--- config.mk ---
export PLATFORM = sky130hd
export DESIGN_NAME = score_reader
export DESIGN_NICKNAME = d
export VERILOG_FILES = /design/src/rtl/score_reader.sv
export SDC_FILE = /design/constraint.sdc
export NUM_CORES = 1
export LEC_CHECK = 0
export ABC_AREA = 1
export BUFFER_PORTS_ARGS = -buffer_cell sky130_fd_sc_hd__buf_2
export CAP_MARGIN = 20
export CORE_MARGIN = 8
export CORE_UTILIZATION = 57
export CTS_CLUSTER_DIAMETER = 120
export DETAILED_ROUTE_END_ITERATION = 10
export PLACE_DENSITY = 0.76
export SYNTH_ARGS = -nofsm -noshare
export SYNTH_HDL_FRONTEND = slang
export SYNTH_SLANG_ARGS = --single-unit
export TNS_END_PERCENT = 1
--- constraint.sdc ---
create_clock -name clk -period 2.4 [get_ports clk]
set_input_delay 0.36 -clock clk [delete_from_list [all_inputs] [get_ports clk]]
set_output_delay 0.36 -clock clk [all_outputs]
set_load 0.1 [all_outputs]
--- src/rtl/score_reader.sv ---
// rtl/score_reader.sv - score RAM read-back, double-dabble BCD conversion, HEX drive, session high score
//
// Periodically (and on entry to the end-of-game state) reads the score word from
// the score RAM, converts it to three BCD digits with a sequential shift-and-add-3,
// registers it for display and keeps the session high score.
//
// Ports:
//   clk        system clock
//   Reset      synchronous active-high reset
//   state      game state from the control FSM (3'b110 end of game, 3'b000 start screen)
//   wren       datapath write enable; while high the datapath owns the RAM port
//   ram_q      RAM read data
//   ram_addr   RAM address, constant SCORE_ADDR
//   ram_rden   RAM read strobe
//   score_bcd  {hundreds, tens, ones} of the last score read
//   high_bcd   BCD of the session high score
//   HEX0..HEX2 active-low seven-segment drive for ones, tens, hundreds
//   new_high   one-cycle pulse when the high score is updated
//   busy       high whenever the read FSM is not idle
module score_reader #(
  parameter int ADDR_W     = 5,
  parameter int SCORE_ADDR = 0,
  parameter int RD_LATENCY = 1,
  parameter int REFRESH    = 5000000
) (
  input  logic              clk,
  input  logic              Reset,
  input  logic [2:0]        state,
  input  logic              wren,
  input  logic [7:0]        ram_q,
  output logic [ADDR_W-1:0] ram_addr,
  output logic              ram_rden,
  output logic [11:0]       score_bcd,
  output logic [11:0]       high_bcd,
  output logic [6:0]        HEX0,
  output logic [6:0]        HEX1,
  output logic [6:0]        HEX2,
  output logic              new_high,
  output logic              busy
);

  localparam int RW = (REFRESH > 1) ? $clog2(REFRESH) : 1;
  localparam logic [RW-1:0] REF_LAST = RW'(REFRESH - 1);
  localparam logic [1:0]    LAT_LAST = 2'(RD_LATENCY - 1);

  localparam logic [2:0] ST_IDLE     = 3'd0;
  localparam logic [2:0] ST_WAIT_BUS = 3'd1;
  localparam logic [2:0] ST_READ     = 3'd2;
  localparam logic [2:0] ST_CONVERT  = 3'd3;
  localparam logic [2:0] ST_UPDATE   = 3'd4;

  localparam logic [2:0] GAME_OVER    = 3'b110;
  localparam logic [2:0] START_SCREEN = 3'b000;

  logic [2:0]    fsm;
  logic [2:0]    fsm_nxt;
  logic [RW-1:0] ref_cnt;
  logic          refresh_hit;
  logic [2:0]    state_q;
  logic          end_game;
  logic          trigger;
  logic          pending;
  logic [1:0]    lat_cnt;
  logic          capture;
  logic [2:0]    iter;
  logic [19:0]   shreg;
  logic [19:0]   shreg_adj;
  logic [7:0]    bin_q;
  logic [7:0]    high_bin;

  function automatic logic [3:0] add3(input logic [3:0] d);
    return (d >= 4'd5) ? d + 4'd3 : d;
  endfunction

  function automatic logic [6:0] seg7(input logic [3:0] d);
    logic [6:0] s;
    case (d)
      4'd0:    s = 7'b1000000;
      4'd1:    s = 7'b1111001;
      4'd2:    s = 7'b0100100;
      4'd3:    s = 7'b0110000;
      4'd4:    s = 7'b0011001;
      4'd5:    s = 7'b0010010;
      4'd6:    s = 7'b0000010;
      4'd7:    s = 7'b1111000;
      4'd8:    s = 7'b0000000;
      4'd9:    s = 7'b0010000;
      default: s = 7'b1111111;
    endcase
    return s;
  endfunction

  assign ram_addr    = ADDR_W'(SCORE_ADDR);
  assign refresh_hit = (ref_cnt == REF_LAST);
  assign end_game    = (state == GAME_OVER) && (state_q != GAME_OVER);
  assign trigger     = refresh_hit || end_game;
  assign busy        = (fsm != ST_IDLE);

  // Strobe only on the first READ cycle, and never while the datapath holds the bus.
  assign ram_rden = (fsm == ST_READ) && (lat_cnt == 2'd0) && !wren;
  assign capture  = (fsm == ST_READ) && !wren && (lat_cnt == LAT_LAST);

  // Digit correction of the BCD part only; the binary part passes through untouched.
  always_comb begin
    shreg_adj = {add3(shreg[19:16]), add3(shreg[15:12]), add3(shreg[11:8]), shreg[7:0]};
  end

  always_comb begin
    fsm_nxt = fsm;
    case (fsm)
      ST_IDLE:     if (trigger) fsm_nxt = wren ? ST_WAIT_BUS : ST_READ;
      ST_WAIT_BUS: if (!wren) fsm_nxt = ST_READ;
      ST_READ: begin
        if (wren)         fsm_nxt = ST_WAIT_BUS;
        else if (capture) fsm_nxt = ST_CONVERT;
      end
      ST_CONVERT:  if (iter == 3'd7) fsm_nxt = ST_UPDATE;
      // A trigger landing in UPDATE merges with any pending one into a single follow-up read.
      ST_UPDATE: begin
        if (pending || trigger) fsm_nxt = wren ? ST_WAIT_BUS : ST_READ;
        else                    fsm_nxt = ST_IDLE;
      end
      default:     fsm_nxt = ST_IDLE;
    endcase
  end

  always_ff @(posedge clk) begin
    if (Reset) begin
      fsm       <= ST_IDLE;
      ref_cnt   <= '0;
      state_q   <= 3'd0;
      pending   <= 1'b0;
      lat_cnt   <= 2'd0;
      iter      <= 3'd0;
      shreg     <= 20'd0;
      bin_q     <= 8'd0;
      high_bin  <= 8'd0;
      score_bcd <= 12'd0;
      high_bcd  <= 12'd0;
      new_high  <= 1'b0;
      HEX0      <= 7'b1000000;
      HEX1      <= 7'b1000000;
      HEX2      <= 7'b1000000;
    end else begin
      fsm     <= fsm_nxt;
      state_q <= state;
      ref_cnt <= refresh_hit ? '0 : ref_cnt + RW'(1);

      if (fsm == ST_UPDATE)
        pending <= 1'b0;
      else if (trigger && (fsm != ST_IDLE))
        pending <= 1'b1;

      lat_cnt <= ((fsm == ST_READ) && !wren && !capture) ? lat_cnt + 2'd1 : 2'd0;
      iter    <= (fsm == ST_CONVERT) ? iter + 3'd1 : 3'd0;

      if (capture) begin
        shreg <= {12'd0, ram_q};
        bin_q <= ram_q;
      end else if (fsm == ST_CONVERT) begin
        shreg <= shreg_adj << 1;
      end

      // The start screen blanks the score every cycle and overrides any UPDATE result.
      if (state == START_SCREEN)
        score_bcd <= 12'd0;
      else if (fsm == ST_UPDATE)
        score_bcd <= shreg[19:8];

      new_high <= 1'b0;
      if ((fsm == ST_UPDATE) && (state != START_SCREEN) && (bin_q > high_bin)) begin
        high_bin <= bin_q;
        high_bcd <= shreg[19:8];
        new_high <= 1'b1;
      end

      HEX0 <= seg7(score_bcd[3:0]);
      HEX1 <= seg7(score_bcd[7:4]);
      HEX2 <= seg7(score_bcd[11:8]);
    end
  end

endmodule

==> metrics, run 1 <==
result of the run=finished, final reports clean; final setup vio count=0; depth of the worst hold-timing path=3; reg2reg start=fsm[1]; dominant synthesized flop cell=sky130_fd_sc_hd__dfxtp_1; mean post-synth cell area=between 7 and 8 µm²; CTS tree=done; CTS Buffer Depth=2; number of buffer and inverter stages on the critical path=3; antenna diode count=0; start-to-end type of the worst setup path=reg2out; unrepaired setup endpoints after global routing=false; Std-Cell Rows=35; Top Ports=67; Max IR drop VDD=0.467 mV; number of global-route vias before repair=4506; GRT Overall Usage=0.197; min cycle time layout=roughly 2200 ps; Detailed Place HPWL=just over 8000 µm; flip-flop and latch count after synthesis=approximately 120; core footprint=about 0.0091 mm²; Power Dens Cells=785 mW/mm²; post-route design area=a little over 0.006 mm²; initial cell density of the core=0.576; slowest CP cell=sky130_fd_sc_hd__dfxtp_1; Overall Power=slightly below 0.005 W; router iterations before antenna repair=6; die area=between 0.01 and 0.015 mm²; Worst path top cell family by delay=buffers and inverters; total negative setup slack=0 ps; first-pass GRT wire length=20400 µm; worst slack after detailed placement=between 500 and 600 ps; library cell with the highest instance count after synthesis=sky130_fd_sc_hd__dfxtp_1; highest achievable clock rate=~460 MHz; Switching Share=0.257; Commonest cells post-synth=sky130_fd_sc_hd__dfxtp_1 (117), sky130_fd_sc_hd__nand2_1 (104), sky130_fd_sc_hd__a21oi_1 (77), sky130_fd_sc_hd__inv_1 (75), sky130_fd_sc_hd__nand3_1 (75); Final period util=0.906; arrival time of the worst setup path=1810 ps; CTS sink cnt=roughly 120; number of nets with antenna violations after detailed routing=0; total number of nets in the final design=just under 800; clock buffers created by TritonCTS=17; Req. time, crit path=between 2000 and 2500 ps; cell area after technology mapping=around 0.0052 mm²; portion of total power attributed to combinational logic=0.103; worst slack on hold paths=78.7 ps; number of enable-type register cells in the synthesized netlist=0; slew margin rel.=0.597; maximum capacitance violations=0; post-synthesis cell type count=38; Clock Skews=10.1 ps; antenna violations before repair=0; Min-Delay Path Class=in2reg; proportion of synthesized flip-flops having asynchronous set or reset=0; clock-pin transition on the worst setup and hold timing paths=about 50 ps; GPL Wtd Cong=about 0.87; leading post-synthesis cells by cell area=sky130_fd_sc_hd__dfxtp_1 (45%), sky130_fd_sc_hd__ha_1 (7.9%), sky130_fd_sc_hd__nand2_1 (7.5%), sky130_fd_sc_hd__a21oi_1 (7.4%), sky130_fd_sc_hd__nand3_1 (7.2%); post-detailed-routing wire length=12000 µm; DRC errors left=0; ratio of routed vias to standard cells=5.45; yosys synthesis warning count=0; Port Buffers=61; launch instance of the worst min-delay path=state[0]; later-pin clock latency in the skew report=510 ps; Post-DP Area=0.00560 mm²; Reg-to-Reg End=shreg[1]; gr ovfl total=0; Syn-to-layout area delta=17.7%; Clock Tree Root=sky130_fd_sc_hd__clkbuf_8; max-slew violation total from the final report=0; net switching power of the design=0.00124 W; Die Span Y=about 110 µm; die boundary width=about 110 µm; CTS H-tree depth=4; cell type with the largest total area after synthesis=sky130_fd_sc_hd__dfxtp_1; cells along the critical path=inv_1, nor3_2, nand3_2, clkinv_1, buf_6; number of instances in the synthesized netlist=between 600 and 700; count of buffers added by post-CTS timing repair for setup=0; largest net degree at the start of global routing=46; mean routed wirelength per cell=approximately 14 µm; end point of the worst hold path=state_q[0]; leakage power summed over all cells=around 2.6 nW; sequential element share of the synthesized area=0.448; highest fanout seen on the critical path=9; Cell Int Power=roughly 0.0036 W; Worst Max-Slew Pin Slew=approximately 600 ps; Critical Path Start Type=flip-flop; Setup WS post-layout=~230 ps; vias=4654; violation count after the first detailed-route iteration=approximately 290; share of layout cells above drive strength 1=0.168; register-to-register setup slack=about 480 ps; share of power burned in the clock network=0.478; final hold violation count=0; endpoint class of the critical path=primary output; Worst Reg-to-Reg Cells=7; fraction of power consumed by sequential logic=0.419; Critical Path Max Stage Delay=between 300 and 400 ps; share of the synthesized area in the top cell type=0.448
worst register-to-register path: cells and delay by family, from the launching register on:
kind                   cells  cell delay (ps)
AND/OR/NAND/NOR            4             1000
flip-flops                 1              360
buffers and inverters      2              350
AO/OA/AOI/OAI              1              100
power groups by stage:
| stage | clock [W] | sequential [W] | combinational (W) |
|---|---|---|---|
| floorplan | 0 | 0.00207 | 0.000378 |
| global placement | 0 | 0.00206 | 0.000474 |
| detailed placement | 0 | 0.00206 | 0.000484 |
| CTS | 0.00234 | 0.00202 | 0.000492 |
| global route | 0.00243 | 0.00203 | 0.000545 |
| finish | 0.00231 | 0.00203 | 0.000496 |
registers in the layout (all words and copies together) (netlist names), 7 cells and up:
| signal | count |
|---|---|
| HEX2 | 7 |
| bin_q | 8 |
| score_bcd | 12 |
| HEX0 | 7 |
| shreg | 20 |
| HEX1 | 7 |
| high_bcd | 12 |
| high_bin | 8 |
| ref_cnt | 23 |
cell usage in the layout (no fill, tap or decap), types with 14 or more instances in the layout:
cell / n
sky130_fd_sc_hd__ha_1: 33
sky130_fd_sc_hd__inv_1: 75
sky130_fd_sc_hd__buf_2: 60
sky130_fd_sc_hd__nor2_1: 47
sky130_fd_sc_hd__nand2_1: 104
sky130_fd_sc_hd__o21ai_0: 35
sky130_fd_sc_hd__nand3_1: 74
sky130_fd_sc_hd__o211ai_1: 14
sky130_fd_sc_hd__dfxtp_1: 117
sky130_fd_sc_hd__a21oi_1: 77
sky130_fd_sc_hd__clkbuf_16: 16
per-stage QoR:
| stage | instances | utilization |
|---|---|---|
| finish | 854 | 0.679 |
| global route | 854 | 0.679 |
| CTS | 854 | 0.678 |
| detailed placement | 824 | 0.617 |
| global placement | 824 | 0.617 |
| floorplan | 673 | - |
cells by family (layout without fill, tap and decap cells):
group,Yosys count,count (layout),synth area share
AOI/OAI and AO/OA,134,134,0.140
DFF,117,117,0.448
other,1,5,0.000718
adders and majority gates,33,33,0.0790
buffers and inverters,110,180,0.0857
xor gates and xnor gates,9,9,0.0151
and+or+nand+nor,265,265,0.231
routing by layer:
| metal | global-route usage | up-vias | part of all wire |
|---|---|---|---|
| met5 | 0 | - | 0 |
| met4 | 0.0930 | 0 | 0.021 |
| met3 | 0.0698 | 24 | 0.069 |
| met2 | 0.325 | 166 | 0.47 |
| met1 | 0.225 | 2140 | 0.44 |
| li1 | - | 2324 | - |
layout make-up:
cell class | instances | area [µm²]
multi-input combinational | 446 | 2450
tap | 111 | 139
timing repair buffer | 68 | 364
clock buffer | 20 | 435
sequential | 117 | 2340
inverter | 82 | 308
fill | 743 | 2910
clock inverter | 10 | 109
worst max path at each step:
stage                          end  slack, ps  cells after the start         start
after detailed placement  shreg[1]        510                      7        fsm[1]
after CTS                 ram_rden        100                      5        fsm[1]
after global routing      ram_rden         50                      5        fsm[1]
after floorplan            HEX2[0]        400                      5  score_bcd[9]
after global placement    shreg[1]        560                      7          wren
final                     ram_rden        230                      5        fsm[1]
repair_timing:
| item | in CTS | in global routing |
|---|---|---|
| hold buffers | 0 | 0 |
| pin swaps | 0 | 0 |
| endpoints found under the setup margin | 1 | 1 |
| resized for setup | 1 | 2 |
Power figures use the tool's default switching activity.
==> run 2: changes to the inputs <==
Settings changed: CELL_PAD_IN_SITES_DETAIL_PLACEMENT set to 1, CELL_PAD_IN_SITES_GLOBAL_PLACEMENT set to 1, CORE_UTILIZATION 57 to 46, PLACE_DENSITY 0.76 to 0.82.
==> run 2 against run 1 <==
Compared with the run above: largest power group unchanged; sequential share of layout area down 0.36 points; non-clock buffer count up 3; design area up 0.96%; largest cell class unchanged; maximum frequency down 3.1%; critical path depth unchanged; wire length up 20%; hold slack better by 100 ps.
==> metrics, run 2 (synthesized netlist as in run 1, its figures left out) <==
Clock Tree Root=sky130_fd_sc_hd__clkbuf_16; initial cell density of the core=0.464 (-0.113); largest net degree at the start of global routing=46 (unchanged); CTS Buffer Depth=2 (unchanged); endpoint class of the critical path=primary output; launch instance of the worst min-delay path=state[2]; Detailed Place HPWL=9810 µm (+19%); Final period util=0.935 (+0.0291); Std-Cell Rows=39 (+11%); largest registers=ref_cnt x23, shreg x20; count of buffers added by post-CTS timing repair for setup=0 (unchanged); min cycle time layout=2240 ps (+70.0 ps); Worst Reg-to-Reg Cells=10 (+3); CTS H-tree depth=4 (unchanged); highest fanout seen on the critical path=9 (unchanged); Port Buffers=61 (unchanged); Clock Skews=7.29 ps (-2.76 ps); Worst Max-Slew Pin Slew=729 ps (+131 ps); clock-pin transition on the worst setup and hold timing paths=50 ps (about the same); die boundary width=123 µm (+9.7%); Top Ports=67 (unchanged); final hold violation count=0 (unchanged); reg2reg start=high_bin[1]; antenna violations before repair=0 (unchanged); number of global-route vias before repair=4830 (+7.2%); Critical Path Start Type=flip-flop; Power Dens Cells=790 mW/mm² (+0.56%); antenna diode count=0 (unchanged); Min-Delay Path Class=in2reg; later-pin clock latency in the skew report=420 ps (-90 ps); Max IR drop VDD=0.451 mV (-3.5%); clock buffers created by TritonCTS=17 (unchanged); gr ovfl total=0 (unchanged); start-to-end type of the worst setup path=reg2out; ratio of routed vias to standard cells=5.32 (-2.4%); depth of the worst hold-timing path=3 (unchanged); Syn-to-layout area delta=18.9%; max-slew violation total from the final report=0 (unchanged); die area=0.0150 mm² (+20%); Post-DP Area=0.00566 mm² (+1.1%); end point of the worst hold path=state_q[2]; vias=4720 (+1.4%); share of layout cells above drive strength 1=0.168 (-0.000226); number of flip-flops under the largest register name=23 (unchanged); slew margin rel.=0.509 (-0.0881); GPL Wtd Cong=0.818 (-5.9%); highest achievable clock rate=446 MHz (-3.1%); mean routed wirelength per cell=16.3 µm (+16%); router iterations before antenna repair=4 (-2); total negative setup slack=0 ps (unchanged); GRT Overall Usage=0.197 (-0.000475); arrival time of the worst setup path=1880 ps (+70 ps); first-pass GRT wire length=23500 µm (+15%); total number of nets in the final design=782 (+0.39%); Reg-to-Reg End=high_bcd[7]; fillers=1397 (+88%); register-to-register setup slack=390 ps (-90 ps); Die Span Y=123 µm (+9.7%); DRC errors left=0 (unchanged); CTS sink cnt=117 (unchanged); commonest non-fill, non-tap cell in the layout=sky130_fd_sc_hd__dfxtp_1; number of nets with antenna violations after detailed routing=0 (unchanged); maximum capacitance violations=0 (unchanged); post-detailed-routing wire length=14400 µm (+20%); most frequent cells in the layout=sky130_fd_sc_hd__dfxtp_1 (117), sky130_fd_sc_hd__nand2_1 (104), sky130_fd_sc_hd__a21oi_1 (77), sky130_fd_sc_hd__inv_1 (75), sky130_fd_sc_hd__nand3_1 (75); core footprint=0.0113 mm² (+24%); final setup vio count=0 (unchanged); leakage power summed over all cells=2.66 nW (+0.64%); post-route design area=0.00621 mm² (+0.96%); unrepaired setup endpoints after global routing=false; CTS tree=done; result of the run=finished, final reports clean; violation count after the first detailed-route iteration=267 (-6.6%); Req. time, crit path=2040 ps (about the same); register ranked first by flip-flop count=ref_cnt
[run 2: worst max-delay path by stage]
stage,startpoint,to,depth (start not counted)
6_report,fsm[1],ram_rden,5
2_1_floorplan,score_bcd[9],HEX2[0],5
3_5_place_dp,fsm[0],high_bcd[6],9
4_1_cts,fsm[1],ram_rden,5
3_3_place_gp,wren,ram_rden,5
5_1_grt,fsm[1],ram_rden,5
[run 2: area by class of cell]
cell class,count,area (µm²),area share
inverters,82,308,0.0496
well taps,143,179,0.0288
clock buffers,24,502,0.0808
clock inverters,4,47.5,0.00766
repair buffers,71,383,0.0616
multi-input cells,446,2450,0.394
flip-flops and latches,117,2340,0.377
[run 2: report_power, final]
part           internal (W)  leakage [nW]  switching (W)
Clock               0.00153         0.270       0.000833
Combinational      0.000122          1.45       0.000390
Sequential          0.00199         0.944      0.0000384
[run 2: what timing repair did]
item	CTS	global route
hold buffers	0	0
endpoints found under the setup margin	0	1
resized for setup	0	1
[run 2: through the flow]
step	setup slack, ps	total power [W]	utilization	hold slack (ps)	instances
6_report	157	0.00490	0.551	180	887
5_1_grt	29.9	0.00507	0.551	201	887
4_1_cts	64.3	0.00494	0.551	168	887
3_5_place_dp	494	0.00257	0.502	421	859
3_3_place_gp	584	0.00255	0.502	407	859
2_1_floorplan	401	0.00245	-	399	673
[run 2: worst max-delay path: stages, from the launching register on]
cell	delay (ps)
sky130_fd_sc_hd__dfxtp_1	380
sky130_fd_sc_hd__inv_1	90
sky130_fd_sc_hd__nor3_2	180
sky130_fd_sc_hd__nand3_1	220
sky130_fd_sc_hd__clkinv_1	220
sky130_fd_sc_hd__clkbuf_4	370
[run 2: layer usage]
metal  track usage  up-vias  share of wire
li1              -     2325              -
met1         0.236     2264           0.46
met2         0.324      104           0.47
met3        0.0506       27          0.047
met4        0.0937        0          0.024
met5             0        -              0
==> run 3: changes to the inputs <==
Settings changed: ABC_AREA 1 to unset, CAP_MARGIN 20 to unset, CORE_UTILIZATION 46 to 47, SETUP_SLACK_MARGIN set to 0.3.
==> run 3 against run 2 <==
Compared with the run above: wire length shrank 9.1%; clock skew down 2.2 ps; global-route usage is 1.5 points lower; first-iteration DRC count down 25%; critical path type is now reg2reg; critical endpoint is now high_bcd[5]; largest cell class unchanged; largest power group unchanged.
==> metrics, run 3 <==
result of the run=finished, final reports clean; final setup vio count=0 (unchanged); Std-Cell Rows=39 (unchanged); antenna diode count=0 (unchanged); register ranked first by flip-flop count=ref_cnt; dominant synthesized flop cell=sky130_fd_sc_hd__dfxtp_1; Post-DP Area=0.00580 mm² (+2.4%); final hold violation count=0 (unchanged); clock-pin transition on the worst setup and hold timing paths=50 ps (about the same); Critical Path Max Stage Delay=370 ps (about the same); post-route design area=0.00643 mm² (+3.5%); total negative setup slack=0 ps (unchanged); number of instances in the synthesized netlist=637 (-4.8%); most frequent cells in the layout=sky130_fd_sc_hd__dfxtp_1 (116), sky130_fd_sc_hd__nand2_1 (96), sky130_fd_sc_hd__buf_2 (60), sky130_fd_sc_hd__a21oi_1 (58), sky130_fd_sc_hd__nor2_1 (56); number of nets with antenna violations after detailed routing=0 (unchanged); Max IR drop VDD=0.442 mV (-2.0%); count of buffers added by post-CTS timing repair for setup=0 (unchanged); Hold Buf Count CTS=0 (unchanged); Commonest cells post-synth=sky130_fd_sc_hd__dfxtp_1 (117), sky130_fd_sc_hd__nand2_1 (96), sky130_fd_sc_hd__a21oi_1 (58), sky130_fd_sc_hd__nor2_1 (56), sky130_fd_sc_hd__nand2b_1 (46); arrival time of the worst setup path=2360 ps (+480 ps); CTS H-tree depth=4 (unchanged); core footprint=0.0114 mm² (+0.87%); router iterations before antenna repair=4 (unchanged); min cycle time layout=2030 ps (-213 ps); Worst path top cell family by delay=buffers and inverters; Top Ports=67 (unchanged); share of the synthesized area in the top cell type=0.431 (-0.0170); Clock Skews=5.05 ps (-2.24 ps); yosys synthesis warning count=0 (unchanged); initial cell density of the core=0.478 (+0.0142); max-slew violation total from the final report=0 (unchanged); GRT Overall Usage=0.182 (-0.0148); Final period util=0.846 (-0.0887); endpoint class of the critical path=flip-flop; first-pass GRT wire length=22000 µm (-6.3%); register-to-register setup slack=370 ps (-20 ps); Worst Max-Slew Pin Slew=596 ps (-133 ps); number of global-route vias before repair=4701 (-2.7%); Detailed Place HPWL=9280 µm (-5.4%); maximum capacitance violations=0 (unchanged); die boundary width=124 µm (+0.75%); violation count after the first detailed-route iteration=199 (-25%); cell area after technology mapping=0.00543 mm² (+4.0%); total number of nets in the final design=739 (-5.5%); flip-flop and latch count after synthesis=117 (unchanged); mean post-synth cell area=8.53 µm² (+9.2%); share of layout cells above drive strength 1=0.160 (-0.00773); slowest CP cell=sky130_fd_sc_hd__o211a_2; Die Span Y=124 µm (+0.75%); highest achievable clock rate=493 MHz (+10%); unrepaired setup endpoints after global routing=true; commonest non-fill, non-tap cell in the layout=sky130_fd_sc_hd__dfxtp_1; Critical Path Start Type=flip-flop; Clock Tree Root=sky130_fd_sc_hd__clkbuf_16; number of buffer and inverter stages on the critical path=2 (-1); CTS tree=done; vias=4503 (-4.6%); number of flip-flops under the largest register name=23 (unchanged); proportion of synthesized flip-flops having asynchronous set or reset=0 (unchanged); largest net degree at the start of global routing=38 (-17%); Power Dens Cells=740 mW/mm² (-6.3%); sequential element share of the synthesized area=0.431 (-0.0170); mean routed wirelength per cell=15.5 µm (-4.9%); DRC errors left=0 (unchanged); largest registers=ref_cnt x23, shreg x20; ratio of routed vias to standard cells=5.31 (-0.21%); leakage power summed over all cells=2.52 nW (-5.3%); Req. time, crit path=2730 ps (+690 ps); gr ovfl total=0 (unchanged); CTS sink cnt=117 (unchanged); clock buffers created by TritonCTS=17 (unchanged); library cell with the highest instance count after synthesis=sky130_fd_sc_hd__dfxtp_1; die area=0.0153 mm² (+1.5%); post-synthesis cell type count=48 (+26%); antenna violations before repair=0 (unchanged); cells along the critical path=inv_1, ha_1, nand4_1, nor2_1, nor3_1, o211a_2, buf_4, mux2i_1; leading post-synthesis cells by cell area=sky130_fd_sc_hd__dfxtp_1 (43%), sky130_fd_sc_hd__ha_1 (7.6%), sky130_fd_sc_hd__nand2_1 (6.6%), sky130_fd_sc_hd__a21oi_1 (5.3%), sky130_fd_sc_hd__nand2b_1 (5.3%); cell type with the largest total area after synthesis=sky130_fd_sc_hd__dfxtp_1; Port Buffers=61 (unchanged); highest fanout seen on the critical path=14 (+5); slew margin rel.=0.600 (+0.0907); Min-Delay Path Class=in2reg; GPL Wtd Cong=0.821 (+0.33%); number of enable-type register cells in the synthesized netlist=0 (unchanged); start-to-end type of the worst setup path=reg2reg; post-detailed-routing wire length=13100 µm (-9.1%); Overall Power=0.00475 W (-3.0%); Syn-to-layout area delta=18.4%; CTS Buffer Depth=2 (unchanged); later-pin clock latency in the skew report=410 ps (about the same)
-- run 3: changes by cell type in the layout (fill, tap and decap cells not counted), sizes merged, moves of 7 or more --
| cell | before | now |
|---|---|---|
| nand3 | 77 | 18 |
| inv | 81 | 29 |
| nand2b | 0 | 46 |
| mux2i | 0 | 22 |
| a21oi | 77 | 58 |
| o21ai | 35 | 17 |
| o211ai | 14 | 1 |
| xor2 | 6 | 18 |
| nand2 | 106 | 96 |
| a31oi | 1 | 9 |
| nor2b | 0 | 8 |
| clkbuf | 25 | 18 |
-- run 3: path summary, 6_finish.rpt --
kind                  from     endpoint  cells after the start
setup / recovery  bin_q[0]  high_bcd[5]                      8
hold / removal    state[1]   state_q[1]                      2
setup reg to reg  bin_q[0]  high_bcd[5]                      8
hold reg to reg    iter[0]      iter[0]                      1
-- run 3: cell families after synthesis --
family,count (synthesis),share of synthesized area
adder cells (fa/ha/maj),33,0.0760
multiplexers,22,0.0405
flip-flops,117,0.431
XOR/XNOR,26,0.0419
buffers and inverters,65,0.0544
other,1,0.000690
AND/OR/NAND/NOR,270,0.247
AO/OA/AOI/OAI,103,0.108
-- run 3: layout make-up --
cell class	instances	area, µm²
fillers	1340	4940
multi-input cells	459	2810
flip-flops and latches	117	2340
clock buffers	18	439
repair buffers	68	364
clock inverters	14	184
well taps	143	179
inverters	29	109
-- run 3: metal layers --
| metal | global-route usage | vias up | routed length, µm |
|---|---|---|---|
| li1 | - | 2232 | - |
| met3 | 0.0479 | 12 | 523 |
| met5 | 0 | - | 0 |
| met4 | 0.0775 | 0 | 157 |
| met1 | 0.194 | 2182 | 5580 |
| met2 | 0.332 | 77 | 6870 |
-- run 3: per-stage QoR --
| step | instances | utilization | setup WS, ps | hold WS (ps) |
|---|---|---|---|---|
| 5_1_grt | 848 | 0.566 | 225 | 216 |
| 2_1_floorplan | 641 | - | 301 | 398 |
| 6_report | 848 | 0.566 | 370 | 190 |
| 3_5_place_dp | 816 | 0.510 | 284 | 430 |
| 3_3_place_gp | 816 | 0.510 | 407 | 405 |
| 4_1_cts | 848 | 0.565 | 290 | 176 |
-- run 3: power by group --
| part | total (W) | switching, W | internal (W) |
|---|---|---|---|
| clock network | 0.00264 | 0.000892 | 0.00175 |
| registers | 0.00197 | 0.0000107 | 0.00196 |
| logic | 0.000146 | 0.000105 | 0.0000403 |
| total | 0.00475 | 0.00101 | 0.00375 |
-- run 3: what timing repair did --
action | in CTS | in global routing
endpoints found under the setup margin | 7 | 37
pin swaps | 0 | 0
gates resized for setup | 3 | 2
